[config.mk]
export PLATFORM = sky130hd
export DESIGN_NAME = div_hilo_ctrl
export DESIGN_NICKNAME = d
export VERILOG_FILES = /design/src/rtl/div_hilo_ctrl.sv
export SDC_FILE = /design/constraint.sdc
export NUM_CORES = 1
export LEC_CHECK = 0
export BUFFER_PORTS_ARGS = -buffer_cell sky130_fd_sc_hd__buf_2
export CORE_AREA = 2 2 140 142
export CTS_BUF_LIST = sky130_fd_sc_hd__clkbuf_16
export DETAILED_ROUTE_END_ITERATION = 6
export DIE_AREA = 0 0 142 144
export PLACE_DENSITY = 0.75
export SYNTH_ARGS = -nofsm -noshare
export SYNTH_HDL_FRONTEND = slang
export SYNTH_SLANG_ARGS = --single-unit
[constraint.sdc]
create_clock -name clk -period 4.2 [get_ports clk]
set_input_delay 0 -clock clk [delete_from_list [all_inputs] [get_ports clk]]
set_output_delay 0 -clock clk [all_outputs]
set_load 0.05 [all_outputs]
[src/rtl/div_hilo_ctrl.sv]
// rtl/div_hilo_ctrl.sv - HI/LO divide sequencer between execute stage and DIVU/DIV iterative dividers
`timescale 1ns/1ps
module div_hilo_ctrl #(
  parameter int TIMEOUT = 40
) (
  input  logic        clk,
  input  logic        rst_n,
  input  logic        req_valid,
  output logic        req_ready,
  input  logic        req_signed,
  input  logic [31:0] req_dividend,
  input  logic [31:0] req_divisor,
  input  logic        wr_hi,
  input  logic        wr_lo,
  input  logic [31:0] wr_data,
  output logic [31:0] div_dividend,
  output logic [31:0] div_divisor,
  output logic        div_start,
  input  logic        div_busy,
  input  logic [31:0] divu_q,
  input  logic [31:0] divu_r,
  input  logic [31:0] div_q,
  input  logic [31:0] div_r,
  output logic [31:0] hi,
  output logic [31:0] lo,
  output logic        done,
  output logic        dz,
  output logic        timeout
);

  localparam int CW = $clog2(TIMEOUT + 1);
  localparam logic [CW-1:0] WD_LAST = CW'(TIMEOUT - 1);

  typedef enum logic [1:0] {S_IDLE, S_LAUNCH, S_ARM, S_WAIT} state_t;

  state_t        state;
  logic          sgn;
  logic [CW-1:0] wd_cnt;

  always_ff @(posedge clk or negedge rst_n) begin
    if (!rst_n) begin
      state        <= S_IDLE;
      req_ready    <= 1'b1;
      div_start    <= 1'b0;
      done         <= 1'b0;
      dz           <= 1'b0;
      timeout      <= 1'b0;
      hi           <= '0;
      lo           <= '0;
      div_dividend <= '0;
      div_divisor  <= '0;
      sgn          <= 1'b0;
      wd_cnt       <= '0;
    end else begin
      div_start <= 1'b0;
      done      <= 1'b0;
      case (state)
        S_IDLE: begin
          if (wr_hi) hi <= wr_data;
          if (wr_lo) lo <= wr_data;
          if (req_valid) begin
            div_dividend <= req_dividend;
            div_divisor  <= req_divisor;
            sgn          <= req_signed;
            dz           <= 1'b0;
            timeout      <= 1'b0;
            wd_cnt       <= '0;
            // Bypass results are assigned after the direct writes so they win.
            if (req_divisor == 32'h0) begin
              lo   <= 32'hFFFF_FFFF;
              hi   <= req_dividend;
              dz   <= 1'b1;
              done <= 1'b1;
            end else if (req_signed && req_dividend == 32'h8000_0000 &&
                         req_divisor == 32'hFFFF_FFFF) begin
              lo   <= 32'h8000_0000;
              hi   <= 32'h0;
              done <= 1'b1;
            end else begin
              state     <= S_LAUNCH;
              req_ready <= 1'b0;
              div_start <= 1'b1;
            end
          end
        end
        S_LAUNCH: state <= S_ARM;
        S_ARM: begin
          if (wd_cnt == WD_LAST) begin
            state     <= S_IDLE;
            req_ready <= 1'b1;
            timeout   <= 1'b1;
          end else begin
            wd_cnt <= wd_cnt + 1'b1;
            if (div_busy) state <= S_WAIT;
          end
        end
        S_WAIT: begin
          // Completion wins over a watchdog expiry on the same edge.
          if (!div_busy) begin
            lo        <= sgn ? div_q : divu_q;
            hi        <= sgn ? div_r : divu_r;
            done      <= 1'b1;
            state     <= S_IDLE;
            req_ready <= 1'b1;
          end else if (wd_cnt == WD_LAST) begin
            state     <= S_IDLE;
            req_ready <= 1'b1;
            timeout   <= 1'b1;
          end else begin
            wd_cnt <= wd_cnt + 1'b1;
          end
        end
        default: begin
          state     <= S_IDLE;
          req_ready <= 1'b1;
        end
      endcase
    end
  end

endmodule

After elaboration in Yosys (flattened, before gate mapping)
Index checks and enable logic that the tools add are counted.
{"block": "word_totals", "ff_bits": 142, "out_inout_bits": 133}
{"block": "op_classes", "addsub": 1, "n_eq_ne": 13, "muxes": 46, "n_reduce_logical": 11}
{"op": "$mux 32", "n": 12}
{"op": "$pmux 32 s2", "n": 2}
{"op": "$eq 32x32->1 const B", "n": 2}
{"op": "$logic_not 32->1", "n": 1}
{"op": "$mux 6", "n": 3}
{"op": "$pmux 6 s3", "n": 1}
{"op": "$mux 1", "n": 17}
{"op": "$mux 2", "n": 7}
{"op": "$ne 2x2->1 const B", "n": 5}
{"op": "$pmux 2 s4", "n": 1}
{"op": "$add 6x1->6 const B", "n": 1}
{"op": "$eq 6x6->1 const B", "n": 1}
{"op": "$ne 3x3->1 const B", "n": 2}
{"op": "$pmux 1 s3", "n": 2}
{"op": "$reduce_and 5->1", "n": 1}
{"op": "$eq 2x2->1 const B", "n": 2}
{"op": "$reduce_and 2->1", "n": 2}
{"op": "$reduce_and 4->1", "n": 1}
{"op": "$reduce_and 3->1", "n": 1}
{"op": "$reduce_bool 3->1", "n": 1}
{"op": "$eq 2x1->1 const B", "n": 1}
{"op": "$logic_and 1x1->1", "n": 2}
{"op": "$logic_not 2->1", "n": 1}
{"op": "$pmux 1 s2", "n": 1}
{"op": "$reduce_bool 2->1", "n": 1}

Longest topological paths before layout
{"block": "logic_depth", "depth_word": 7, "ltp_mapped": 11}

Worst setup path after synthesis
OpenSTA, ideal clock, no wires.
{"block": "synth_path", "path_type": "reg-to-reg", "from": "reg state[0]", "to": "reg lo[13]", "t_arrival_ns": 2.167, "setup_slack_ns": 1.934, "stages_incl_launch_ff": 12, "path_buffers": 5, "synth_period_minus_slack_ns": 2.266, "cell_sequence": "dfrtp_1 > inv_1 > ha_1 > buf_2 > nor2b_1 > clkbuf_1 > or2_2 > clkbuf_1 > clkbuf_1 > clkbuf_1 > nor2_1 > a311oi_1"}
{"block": "synth_between", "elab_chain_cells": 3, "elab_cells_between_ends": 6}
{"item": "start, declared", "line": "36", "source": "state_t state;"}
{"item": "start signal, assigned", "line": "42", "source": "state <= S_IDLE;"}
{"item": "start signal, assigned", "line": "80", "source": "state <= S_LAUNCH;"}
{"item": "start signal, assigned", "line": "86", "source": "S_LAUNCH: state <= S_ARM;"}
{"item": "$eq 2x2->1 / $logic_not 2->1 (equally long branches)", "line": "57", "source": "case (state)"}
{"item": "$ne 2x2->1 (no source line) / $reduce_bool 2->1 (equally long branches)"}
{"item": "$reduce_and 2->1 (no source line)"}
{"item": "end signal, assigned", "line": "60", "source": "if (wr_lo) lo <= wr_data;"}
{"item": "end signal, assigned", "line": "100", "source": "lo <= sgn ? div_q : divu_q;"}
{"item": "end, declared", "line": "25", "source": "output logic [31:0] lo,"}
Parallel ways exist; a longest one is shown, timed or not.
A chain may end at the register's enable or synchronous reset.

Worst setup path after layout
{"block": "layout_path", "from": "in req_dividend[17]", "to": "reg lo[28]"}
{"block": "layout_between", "elab_chain_cells": 7}
{"item": "start, declared", "line": "11", "source": "input logic [31:0] req_dividend,"}
{"item": "$eq 32x32->1", "line": "74", "source": "end else if (req_signed && req_dividend == 32'h8000_0000 &&"}
{"item": "$logic_and 1x1->1 (2 in series)", "line": "74"}
{"item": "$mux 32", "line": "74"}
{"item": "$mux 32", "line": "69", "source": "if (req_divisor == 32'h0) begin"}
{"item": "$mux 32", "line": "61", "source": "if (req_valid) begin"}
{"item": "$pmux 32 s2", "line": "57"}
No other way between the ends.

==> impl_metrics.tcl <==
set metrics [dict create \
    cts_buffers 17 \
    m1WireLength_mm 12.1 \
    fill_cells 1501 \
    grt_pass1_wl_mm 45.7 \
    dieArea_mm2 0.0204 \
    ant_nets 0 \
    worstPathRequired_ns 4.43 \
    yosysWarningCount 0 \
    rows 51 \
    die_y_um 144 \
    postSynthCellCount 760 \
    grt_pass1_vias 8352 \
    async_flop_share_pct 100 \
    yosys.area_share.simple_pct 12.4 \
    min_period_over_period_pct 71.7 \
    routabilityCongestion 0.895 \
    cts_root_buf "clkbuf_16" \
    synthToLayoutAreaGrowth_pct 48.1 \
    drv_cap 0 \
    postLayoutCellArea_mm2 0.0118 \
    end_kind "flop" \
    clkTransAtPathRegs_ns 0.06 \
    startpoint_type "primary input" \
    viasPerCell 5.73 \
    dp_hpwl_mm 20.1 \
    syn_nets 996 \
    synth_compound_area_share_pct 11.7 \
    fmax_mhz 332 \
    synth_edf_count 0 \
    place_ws_ns 1.32 \
    synth_flop_cell "dfrtp_1" \
    highest_layer "met4" \
    route.met2.wl_mm 14.7 \
    drc_errors 0 \
    p_per_area_mw_per_mm2 821 \
    die_w_um 142 \
    status "complete, no violations" \
    wl_per_cell_um 20.8 \
    htreeDepth 4 \
    ys_ff_latch 142 \
    antenna_cells 0 \
    cp.arrival_ns 3.25 \
    start_util_pct 41.6 \
    cts_resized 0 \
    drt_iter0_markers 612 \
    vias 8367 \
    worst_slack_ns 1.19 \
    utilization_pct 61.6 \
    grt_max_degree 83 \
    grt_overflow 0 \
    antenna_found_initial 0 \
    ios 364 \
    numPortBuffers 363 \
    hold_path.class "primary input to flop" \
    coreArea_mm2 0.0191 \
    avgSynthCellArea_um2 10.4 \
    met3WireLength_mm 2.48 \
    finalHoldViolCount 0 \
    synth_top_family_by_area "multiplexers" \
    slew_headroom_pct 26.7 \
    rsz0062_at_grt "no" \
    nNetsFinal 1446 \
    synth.area.mux_share_pct 26.5 \
    synth_adder_area_share_pct 0.789 \
    grt_use_total_pct 29.0 \
    path_class "primary input to flop" \
    placed_cells 1307 \
    tightest_slew_ns 1.10 \
    wl_mm 30.3 \
    cp_max_fo 38 \
    cts_buffer_depth 2 \
    ys_seq_area_share_pct 44.8 \
    final-max-slew-violation-count 0 \
    cts_sinks 142 \
    ir_drop_mv 0.478 \
    clk_latency_ns 0.42 \
    place_area_mm2 0.00992 \
    p_leak_nw 5.39 \
    cts_tree "yes" \
    syn-cell-area_mm2 0.00793 \
    period_needed_ns 3.01 \
    tns_ns 0 \
    drt_pass1_iterations 7 \
    worst_clock_skew_ns 0.0125 \
    finalSetupViolations 0 \
    synth_xor_area_share_pct 0.442 \
    synth.distinct_cells 39 \
    final_layout_size_suffix_gt1_share_pct 44.6 \
    instances_no_fill 1461 \
]
-- final cells by class --
class | count | area [um2] | area share [%]
Tap cell | 238 | 298 | 2.53
Multi-Input combinational cell | 549 | 4130 | 35.1
Clock buffer | 17 | 425 | 3.62
Sequential cell | 142 | 3560 | 30.3
Timing Repair Buffer | 496 | 3140 | 26.7
Clock inverter | 15 | 185 | 1.58
Inverter | 4 | 15.0 | 0.128
-- critical path, cell delays in order --
cell and delay (ns):
dlygate4sd3_1 0.56, buf_2 0.15, nor4_1 0.57, nand4_1 0.20, nor3_1 0.24, nand3_2 0.72, buf_4 0.54, a21oi_1 0.17
a311oi_1 0.08
-- cells by family after synthesis --
kind of cell | after synthesis
muxes | 194
adders and majority gates | 5
and+or+nand+nor | 200
buffers and inverters | 69
DFF | 142
AOI/OAI and AO/OA | 146
xor gates and xnor gates | 4
-- power by group --
part / switching (W) / total, W / internal [W] / leakage (nW)
clock network: 0.000656 / 0.00160 / 0.000948 / 0.301
registers: 0.000510 / 0.00254 / 0.00203 / 1.62
logic: 0.00380 / 0.00551 / 0.00172 / 3.46
total: 0.00496 / 0.00965 / 0.00469 / 5.39
-- state kept, by name, indices dropped and copies added, names as in the netlist --
name / cells
timeout: 1
div_dividend: 32
wd_cnt: 6
done: 1
div_divisor: 32
div_start: 1
state: 2
req_ready: 1
lo: 32
dz: 1
hi: 32
sgn: 1
-- cell usage after synthesis (4+ instances only) --
cell	n	area (um2)
o21ai_0	36	180
buf_2	10	50.1
nand4_1	7	43.8
a31oi_1	32	200
nand2_1	41	154
nor4_1	12	75.1
nor2_1	46	173
a311oi_1	31	272
dfrtp_1	141	3530
buf_1	12	45.0
nand3_1	71	355
mux2_2	128	1440
mux2i_1	66	661
inv_1	4	15.0
ha_1	5	62.6
clkbuf_1	43	161
a21oi_1	39	195
-- path summary, 6_finish.rpt --
check,start,end,slack (ns),cells after the start
setup reg to reg,state[1]$_DFFE_PN0P_,lo[3]$_DFFE_PN0P_,1.48,7
hold / removal,div_q[14],lo[14]$_DFFE_PN0P_,0.003,3
min in group asynchronous,rst_n,lo[8]$_DFFE_PN0P_,0.13,2
hold reg to reg,dz$_DFFE_PN0P_,dz$_DFFE_PN0P_,0.49,2
setup / recovery,req_dividend[17],lo[28]$_DFFE_PN0P_,1.19,9
max in group asynchronous,rst_n,req_ready$_DFFE_PN1P_,3.14,3
-- repair_timing --
| item | in CTS | in global routing |
|---|---|---|
| endpoints found under the hold margin | 185 | 1 |
| hold buffers | 120 | 2 |
| buffers inserted | 0 | 0 |
-- cell usage in the layout, fill, tap and decap left out, types with 2 or more instances in the layout --
cell,instances
nor4bb_1,2
or4_4,2
o21ai_0,36
a311oi_1,31
nand3_1,70
dlygate4sd3_1,122
a31oi_1,32
nor2_1,45
nor4_1,12
mux2_2,128
nor4b_1,2
clkinv_4,2
and4_1,3
buf_4,10
clkbuf_16,17
buf_2,362
a21oi_1,39
nor3_1,2
xor2_1,3
inv_1,5
bufinv_16,3
inv_8,2
nand4_1,7
or2_2,2
nand2_1,40
dfrtp_1,140
mux2i_1,66
ha_1,4
nand3b_1,2
a211oi_1,3
inv_6,4
-- through the flow --
step	hold WS, ns	total power (W)
after floorplan	-0.296	0.00646
after global placement	0.0192	0.00771
after detailed placement	0.0200	0.00781
after CTS	0.00128	0.00960
after global routing	0.00579	0.0101
final	0.00319	0.00965
-- metal layers --
layer	vias to the layer above	GRT usage, %
met2	494	47.6
met4	0	12.6
met5	-	0
li1	3751	-
met3	70	6.66
met1	4052	36.9
No activity file was read; power rests on OpenSTA's default activity.
